File: config.mk
export PLATFORM = sky130hd
export DESIGN_NAME = clkset_ctrl
export DESIGN_NICKNAME = d
export VERILOG_FILES = /design/src/rtl/clk_pkg.sv /design/src/rtl/clkset_wait_timer.sv /design/src/rtl/clkset_ctrl.sv
export SDC_FILE = /design/constraint.sdc
export NUM_CORES = 1
export LEC_CHECK = 0
export ABC_AREA = 1
export CAP_MARGIN = 30
export CORE_AREA = 5 5 90 125
export DETAILED_ROUTE_END_ITERATION = 16
export DIE_AREA = 0 0 95 130
export HOLD_SLACK_MARGIN = 0.15
export PLACE_DENSITY = 0.44
export SLEW_MARGIN = 20
export SYNTH_ARGS = -nofsm -noshare
export SYNTH_HDL_FRONTEND = slang
export SYNTH_SLANG_ARGS = --single-unit
export TNS_END_PERCENT = 30
File: constraint.sdc
create_clock -name clock -period 1.5 [get_ports clock]
set_input_delay 0.3 -clock clock [delete_from_list [all_inputs] [get_ports clock]]
set_output_delay 0.3 -clock clock [all_outputs]
set_load 0.02 [all_outputs]
File: src/rtl/clk_pkg.sv
// Shared definitions for the CLKSET writer.
// Field positions, source select codes, sequencer states, source helpers.
package clk_pkg;

    localparam int RESET_B  = 7;
    localparam int PLLENA_B = 6;
    localparam int OSCENA_B = 5;
    localparam int OSCM_LSB = 3;

    typedef enum logic [2:0] {
        RCFAST = 3'd0,
        RCSLOW = 3'd1,
        XINPUT = 3'd2,
        PLL1X  = 3'd3,
        PLL2X  = 3'd4,
        PLL4X  = 3'd5,
        PLL8X  = 3'd6,
        PLL16X = 3'd7
    } clksel_e;

    typedef enum logic [1:0] {
        IDLE = 2'd0,
        WAIT = 2'd1,
        RST  = 2'd2
    } state_e;

    // Crystal path feeds every source from XINPUT upward.
    function automatic logic uses_osc(input logic [2:0] sel);
        return sel >= XINPUT;
    endfunction

    // PLL feeds every source from PLL1X upward.
    function automatic logic uses_pll(input logic [2:0] sel);
        return sel >= PLL1X;
    endfunction

endpackage

File: src/rtl/clkset_wait_timer.sv
// Loadable down-counter with zero flag and synchronous clear.
// Shared between the stabilisation wait and the soft-reset hold.
module clkset_wait_timer
    import clk_pkg::*;
#(
    parameter int CNT_W = 21
) (
    input  logic             clock,
    input  logic             clr,
    input  logic             load,
    input  logic [CNT_W-1:0] load_val,
    input  logic             dec,
    output logic             zero
);

    logic [CNT_W-1:0] count_q;
    logic [CNT_W-1:0] count_d;

    // Next count: load wins over decrement; never wraps below zero.
    always_comb begin
        count_d = count_q;
        if (load) begin
            count_d = load_val;
        end else if (dec && (count_q != '0)) begin
            count_d = count_q - CNT_W'(1);
        end
    end

    // Count register with synchronous clear.
    always_ff @(posedge clock) begin
        if (clr) begin
            count_q <= '0;
        end else begin
            count_q <= count_d;
        end
    end

    assign zero = (count_q == '0);

endmodule

File: src/rtl/clkset_ctrl.sv
// CLKSET sequencer: commits CLK writes onto the clock-generator config,
// holding the old source until a newly enabled OSC/PLL has settled.
module clkset_ctrl
    import clk_pkg::*;
#(
    parameter int OSC_WAIT     = 1600000,
    parameter int PLL_WAIT     = 16000,
    parameter int RESET_CYCLES = 16,
    parameter int CNT_W        = 21
) (
    input  logic       clock,
    input  logic       res,
    input  logic       set_req,
    input  logic [7:0] set_data,
    output logic       set_ack,
    output logic [6:0] cfg,
    output logic       busy,
    output logic       soft_reset,
    output logic [7:0] clk_reg
);

    state_e     state_q, state_d;
    logic [6:0] cfg_q, cfg_d;
    logic [7:0] clk_reg_q, clk_reg_d;
    logic       ack_q, ack_d;
    logic       busy_q, busy_d;
    logic       sr_q, sr_d;
    logic [2:0] sel_q, sel_d;

    logic             t_load;
    logic [CNT_W-1:0] t_val;
    logic             t_dec;
    logic             t_zero;
    logic [CNT_W-1:0] wlen;
    logic             osc_new;
    logic             pll_new;

    clkset_wait_timer #(
        .CNT_W (CNT_W)
    ) u_timer (
        .clock    (clock),
        .clr      (res),
        .load     (t_load),
        .load_val (t_val),
        .dec      (t_dec),
        .zero     (t_zero)
    );

    // Settling delay owed by the incoming write against the live config.
    always_comb begin
        osc_new = set_data[OSCENA_B] & ~cfg_q[OSCENA_B]
                & uses_osc(set_data[2:0]);
        pll_new = set_data[PLLENA_B] & ~cfg_q[PLLENA_B]
                & uses_pll(set_data[2:0]);
        wlen = (osc_new ? CNT_W'(OSC_WAIT) : '0)
             + (pll_new ? CNT_W'(PLL_WAIT) : '0);
    end

    // Sequencer next-state and registered-output values.
    always_comb begin
        state_d   = state_q;
        cfg_d     = cfg_q;
        clk_reg_d = clk_reg_q;
        ack_d     = 1'b0;
        busy_d    = busy_q;
        sr_d      = sr_q;
        sel_d     = sel_q;
        t_load    = 1'b0;
        t_val     = '0;
        t_dec     = 1'b0;
        unique case (state_q)
            IDLE: begin
                if (set_req && !ack_q) begin
                    if (set_data[RESET_B]) begin
                        cfg_d     = {4'b0000, RCFAST};
                        clk_reg_d = '0;
                        ack_d     = 1'b1;
                        sr_d      = 1'b1;
                        busy_d    = 1'b1;
                        t_load    = 1'b1;
                        t_val     = CNT_W'(RESET_CYCLES - 1);
                        state_d   = RST;
                    end else begin
                        clk_reg_d = {1'b0, set_data[6:0]};
                        if (wlen == '0) begin
                            cfg_d = set_data[6:0];
                            ack_d = 1'b1;
                        end else begin
                            cfg_d   = {set_data[6:OSCM_LSB], cfg_q[2:0]};
                            sel_d   = set_data[2:0];
                            busy_d  = 1'b1;
                            t_load  = 1'b1;
                            t_val   = wlen - CNT_W'(1);
                            state_d = WAIT;
                        end
                    end
                end
            end
            WAIT: begin
                if (t_zero) begin
                    cfg_d[2:0] = sel_q;
                    ack_d      = 1'b1;
                    busy_d     = 1'b0;
                    state_d    = IDLE;
                end else begin
                    t_dec = 1'b1;
                end
            end
            RST: begin
                if (t_zero) begin
                    sr_d    = 1'b0;
                    busy_d  = 1'b0;
                    state_d = IDLE;
                end else begin
                    t_dec = 1'b1;
                end
            end
            default: begin
                state_d = IDLE;
            end
        endcase
    end

    // State and output registers; res drops any sequence in flight.
    always_ff @(posedge clock) begin
        if (res) begin
            state_q   <= IDLE;
            cfg_q     <= '0;
            clk_reg_q <= '0;
            ack_q     <= 1'b0;
            busy_q    <= 1'b0;
            sr_q      <= 1'b0;
            sel_q     <= '0;
        end else begin
            state_q   <= state_d;
            cfg_q     <= cfg_d;
            clk_reg_q <= clk_reg_d;
            ack_q     <= ack_d;
            busy_q    <= busy_d;
            sr_q      <= sr_d;
            sel_q     <= sel_d;
        end
    end

    assign set_ack    = ack_q;
    assign cfg        = cfg_q;
    assign busy       = busy_q;
    assign soft_reset = sr_q;
    assign clk_reg    = clk_reg_q;

endmodule
# Word level (Yosys, flattened, before mapping)
# Index checks and enable logic that the tools add are counted.
[word_totals]
reg_bits = 44
inputBits = 11
out_inout_bits = 18
[classes]
add_sub_neg = 3
order_cmp = 2
n_eq_ne = 9
muxes = 38
n_bitwise = 8
n_reduce_logical = 18
[ops]
columns = ["op", "count"]
rows = [
  ["two-way mux 21 bit", 7],
  ["logical NOT 21 bit", 2],
  ["subtractor 21 x 1 -> 21 bit, second input constant", 2],
  ["adder 21 x 14 -> 21 bit", 1],
  ["nonzero test 21 bit", 1],
  ["two-way mux 1 bit", 16],
  ["AND reduction 4 bit", 4],
  ["two-way mux 14 bit", 1],
  ["two-way mux 7 bit", 2],
  ["two-way mux 3 bit", 3],
  ["two-way mux 2 bit", 4],
  ["inequality test 2 bit, second input constant", 4],
  ["nonzero test 2 bit", 4],
  ["greater-or-equal comparator 3 x 2 -> 1 bit, second input constant", 2],
  ["inequality test 3 bit, second input constant", 2],
  ["case mux 1 bit (2 select lines)", 3],
  ["case mux 3 bit (2 select lines)", 1],
  ["bitwise AND 1 bit", 4],
  ["inverter 1 bit", 4],
  ["case mux 2 bit (2 select lines)", 1],
  ["AND reduction 3 bit", 1],
  ["== test 2 x 1 -> 1 bit, second input constant", 1],
  ["== test 2 bit, second input constant", 1],
  ["logical AND 1 bit", 2],
  ["other kinds (5)", 5],
]

# Depth between registers and ports, before layout
[depth]
ltp_word = 11
mapped_depth = 12
ltp_nobuf = 11

# Modules after synthesis
# From an unflattened synthesis, not the netlist that was laid out.
[unflattened]
hier_cells = 431
hier_area_um2 = 2730.1
[by_module_without_submodules]
columns = ["module", "n_inst", "cells_per_inst", "area_per_inst_um2"]
rows = [
  ["clkset_wait_timer", 1, 284, 1656.6],
  ["clkset_ctrl", 1, 147, 1073.5],
]

# Worst setup path before layout
# No wires, ideal clock.
[synth_timing]
kind = "register -> register"
start = "register state_q[0]"
end = "register u_timer.count_q[12]"
t_arrival_ps = 1416
path_slack_ps = -30
stages_incl_launch_ff = 11
cell_sequence = "dfxtp_1 -> inv_1 -> ha_1 -> buf_2 -> nand2_2 -> inv_2 -> nand2_4 -> nand2_4 -> buf_4 -> o21ai_1 -> nor2_1"
[synth_between]
elab_chain_len = 5
word_cells_on_any_way = 10
classes_between = "eq/ne: 2; mux: 4; reduce/logical: 4"
[synth_rtl]
columns = ["element", "line_no", "rtl"]
rows = [
  ["start, declared", "clkset_ctrl.sv:22", "state_e state_q, state_d;"],
  ["start signal, assigned", "clkset_ctrl.sv:135", "state_q <= state_d;"],
  ["== test 2 bit or == test 2 x 1 -> 1 bit (tied branches)", "clkset_ctrl.sv:71", "unique case (state_q)"],
  ["OR reduction 2 bit (no source line)", "n/a", ""],
  ["two-way mux 1 bit", "n/a", ""],
  ["logical AND 1 bit", "clkset_wait_timer.sv:24", "end else if (dec && (count_q != '0)) begin"],
  ["nonzero test 2 bit (no source line)", "n/a", ""],
  ["end signal, assigned", "clkset_wait_timer.sv:34", "count_q <= count_d;"],
  ["end, declared", "clkset_wait_timer.sv:16", "logic [CNT_W-1:0] count_q;"],
]
# Parallel ways exist; a longest one is shown, timed or not.
# A chain may end at the register's enable or synchronous reset.

# Worst setup path in the final report
[layout_timing]
start = "register u_timer.count_q[0]"
end = "register cfg_q[1] (netlist: cfg[1])"
[layout_between]
elab_chain_len = 3
[layout_rtl]
columns = ["element", "line_no", "rtl"]
rows = [
  ["logical NOT 21 bit", "clkset_wait_timer.sv:38", "assign zero = (count_q == '0);"],
  ["inequality test 2 bit (no source line)", "n/a", ""],
  ["AND reduction 4 bit (no source line)", "n/a", ""],
  ["end signal, assigned", "clkset_ctrl.sv:136", "cfg_q <= cfg_d;"],
  ["end, declared", "clkset_ctrl.sv:23", "logic [6:0] cfg_q, cfg_d;"],
]
# No other way between the ends.

==> reports/qor.csv <==
metric,value,unit
outcome,completed,
Place WS,-385.5,ps
first-pass GRT wire length,12620,um
post-layout instance area,0.003796,mm^2
wire per inst,12.58,um
Startpoint Class,flip-flop,
Filler cells,1114,
fraction of layout cells with a size suffix above 1,0.3507,
CTS tree,built,
Ports,29,
final number of max-transition violations,0,
Achievable Freq,676.5,MHz
Final Skew,4.436,ps
RSZ-0062 raised after global routing,true,
Cell Int Power,5024,uW
fin crit period,1478,ps
final layout net count,494,
first-pass iteration count of the detailed router,4,
initial antenna violation count,0,
Placed Area,0.003337,mm^2
num rows,43,
endpoint type of the worst setup path,flip-flop,
final hold viol count,0,
diodes inserted,0,
Sw Share,0.4606,
Setup Crit Path Kind,reg -> reg,
Critical Path AT,1660,ps
Longest Clk Path Bufs,2,
CTS Hold Bufs,0,
Clock power frac,0.123,
CP max FO,6,
Syn-to-layout area delta,56.88,%
final setup fails,0,
vias in the first global route,2661,
leakage power,0.001831,uW
post-synth cell types,31,
P_sw,4290,uW
Post-Syn Area,0.002420,mm^2
P per Cell Area,2453,mW/mm^2
syn nets,397,
Syn Inst Count,381,
Die W,95,um
"Seq/Total Area, Yosys",0.3226,
most flop-heavy register,u_timer.count_q,
Seq pwr share,0.182,
Initial Utilization,0.2444,
"most common cell after layout, fill and taps aside",nand2_1,
largest net degree at the start of global routing,21,
DRC,0,
Final Cycle Share,0.9854,
Syn Area/Cell,6.351,um^2
# H-tree levels,2,
total number of vias,2634,
Die Height,130,um
Worst IR Drop VDD,0.6856,mV
die footprint,0.01235,mm^2
port bufs,27,
"antenna viol nets, final",0,
#FFs+latches synth,39,
DR iter-0 viols,81,
clk root buf,clkbuf_16,
routability congestion estimate,0.8461,
Worst Hold Depth,3,
GRT overflow,0,
Comb pwr share,0.694,
Tot GR Track Use,0.1335,
Final Worst Setup Slack,21.84,ps
max_cap viols,0,
critical path required time,1680,ps
clk_lat worst skew,290,ps
DP HPWL,6047,um
yosys warns,0,
max reg flops,21,
via density per instance,4.290,
CTS Sinks,39,
Hold Crit Class,in -> reg,
core area,0.009899,mm^2
Reg2Reg Depth,10,
"Reg clk slew, reported paths",60,ps
cts bufs inserted,5,
final WL,7723,um
most frequent cells in the layout,"nand2_1, buf_4, nor2_1",
final cells by class:
cell class	instances	area (um^2)	share of cell area
multi-input cells	289	1650	0.4347
well taps	135	168.9	0.04450
inverters	39	148.9	0.03922
clock buffers	8	156.4	0.04120
flip-flops and latches	39	785.8	0.2070
repair buffers	104	885.9	0.2334
cell usage after synthesis:
cell	count	share of area
nand2_1	92	0.14
o21ai_1	15	0.031
inv_1	35	0.054
a22oi_1	1	0.0031
a21oi_1	24	0.050
clkinv_1	1	0.0015
nand4_1	5	0.013
buf_2	1	0.0021
nor3_2	1	0.0041
buf_6	2	0.0093
xor2_1	4	0.014
dfxtp_1	39	0.32
buf_4	7	0.022
ha_1	5	0.026
nand2_4	3	0.014
o21ai_0	12	0.025
nand3_1	25	0.052
nor2_1	73	0.11
nand3_2	2	0.0083
clkbuf_1	3	0.0047
and3_1	1	0.0026
buf_1	1	0.0015
nor2_4	5	0.023
inv_2	3	0.0047
or2_2	2	0.0052
o21a_1	1	0.0031
nand2_2	5	0.013
nand3b_1	3	0.0093
conb_1	1	0.0015
nor2_2	8	0.021
a211oi_1	1	0.0031
power groups by stage:
| stage | logic (uW) | registers [uW] | clock network [uW] |
|---|---|---|---|
| finish | 6470 | 1700 | 1150 |
| detailed placement | 5600 | 1650 | 0 |
| CTS | 5860 | 1640 | 1180 |
| global placement | 5570 | 1650 | 0 |
| floorplan | 3180 | 1790 | 0 |
| global route | 7150 | 1740 | 1230 |
final timing paths:
path,slack (ps),to,startpoint
max,20,cfg[1],u_timer.count_q[0]
min,300,cfg[5],set_data[5]
max reg2reg,20,cfg[1],u_timer.count_q[0]
min reg2reg,440,busy,busy
critical path: stages, from the launching register on:
cell,delay [ps]
dfxtp_2,330
inv_4,80
ha_4,140
nand2_4,50
nor2_4,130
buf_6,100
nand4_1,190
nand2_4,170
nand3_2,80
nand2_1,60
nor2_1,40
cells by family (layout without fill, tap and decap cells):
| kind of cell | after synthesis | in the layout | synth area share |
|---|---|---|---|
| simple gates | 225 | 225 | 0.4209 |
| buf+inv | 53 | 151 | 0.09979 |
| compound gates | 54 | 54 | 0.1148 |
| fa+ha+maj | 5 | 5 | 0.02585 |
| other cells | 1 | 1 | 0.001550 |
| xor+xnor | 4 | 4 | 0.01448 |
| flops | 39 | 39 | 0.3226 |
repair_timing:
item,4_1_cts,5_1_grt
resized for setup,47,57
buffers inserted,1,2
endpoints found under the setup margin,47,31
pin swaps,10,18
routing by layer:
metal / track usage / share of wire / vias up / routed length (um)
met3: 0.02364 / 0.024 / 9 / 189
met2: 0.2658 / 0.57 / 35 / 4402
met5: 0 / 0 / - / 0
met1: 0.1351 / 0.39 / 1199 / 2974
met4: 0.04843 / 0.020 / 0 / 157
li1: - / - / 1391 / -
stage by stage:
step	TNS (ps)	hold WS [ps]	cells	util	total power, uW
finish	0	301.0	614	0.3835	9313
global route	-1088	342.8	614	0.3835	10120
CTS	-46.89	438.5	612	0.3605	8685
detailed placement	-9949	431.5	603	0.3371	7252
global placement	-9221	431.5	603	0.3371	7218
floorplan	0	442.7	381	-	4970
Power figures use the tool's default switching activity.
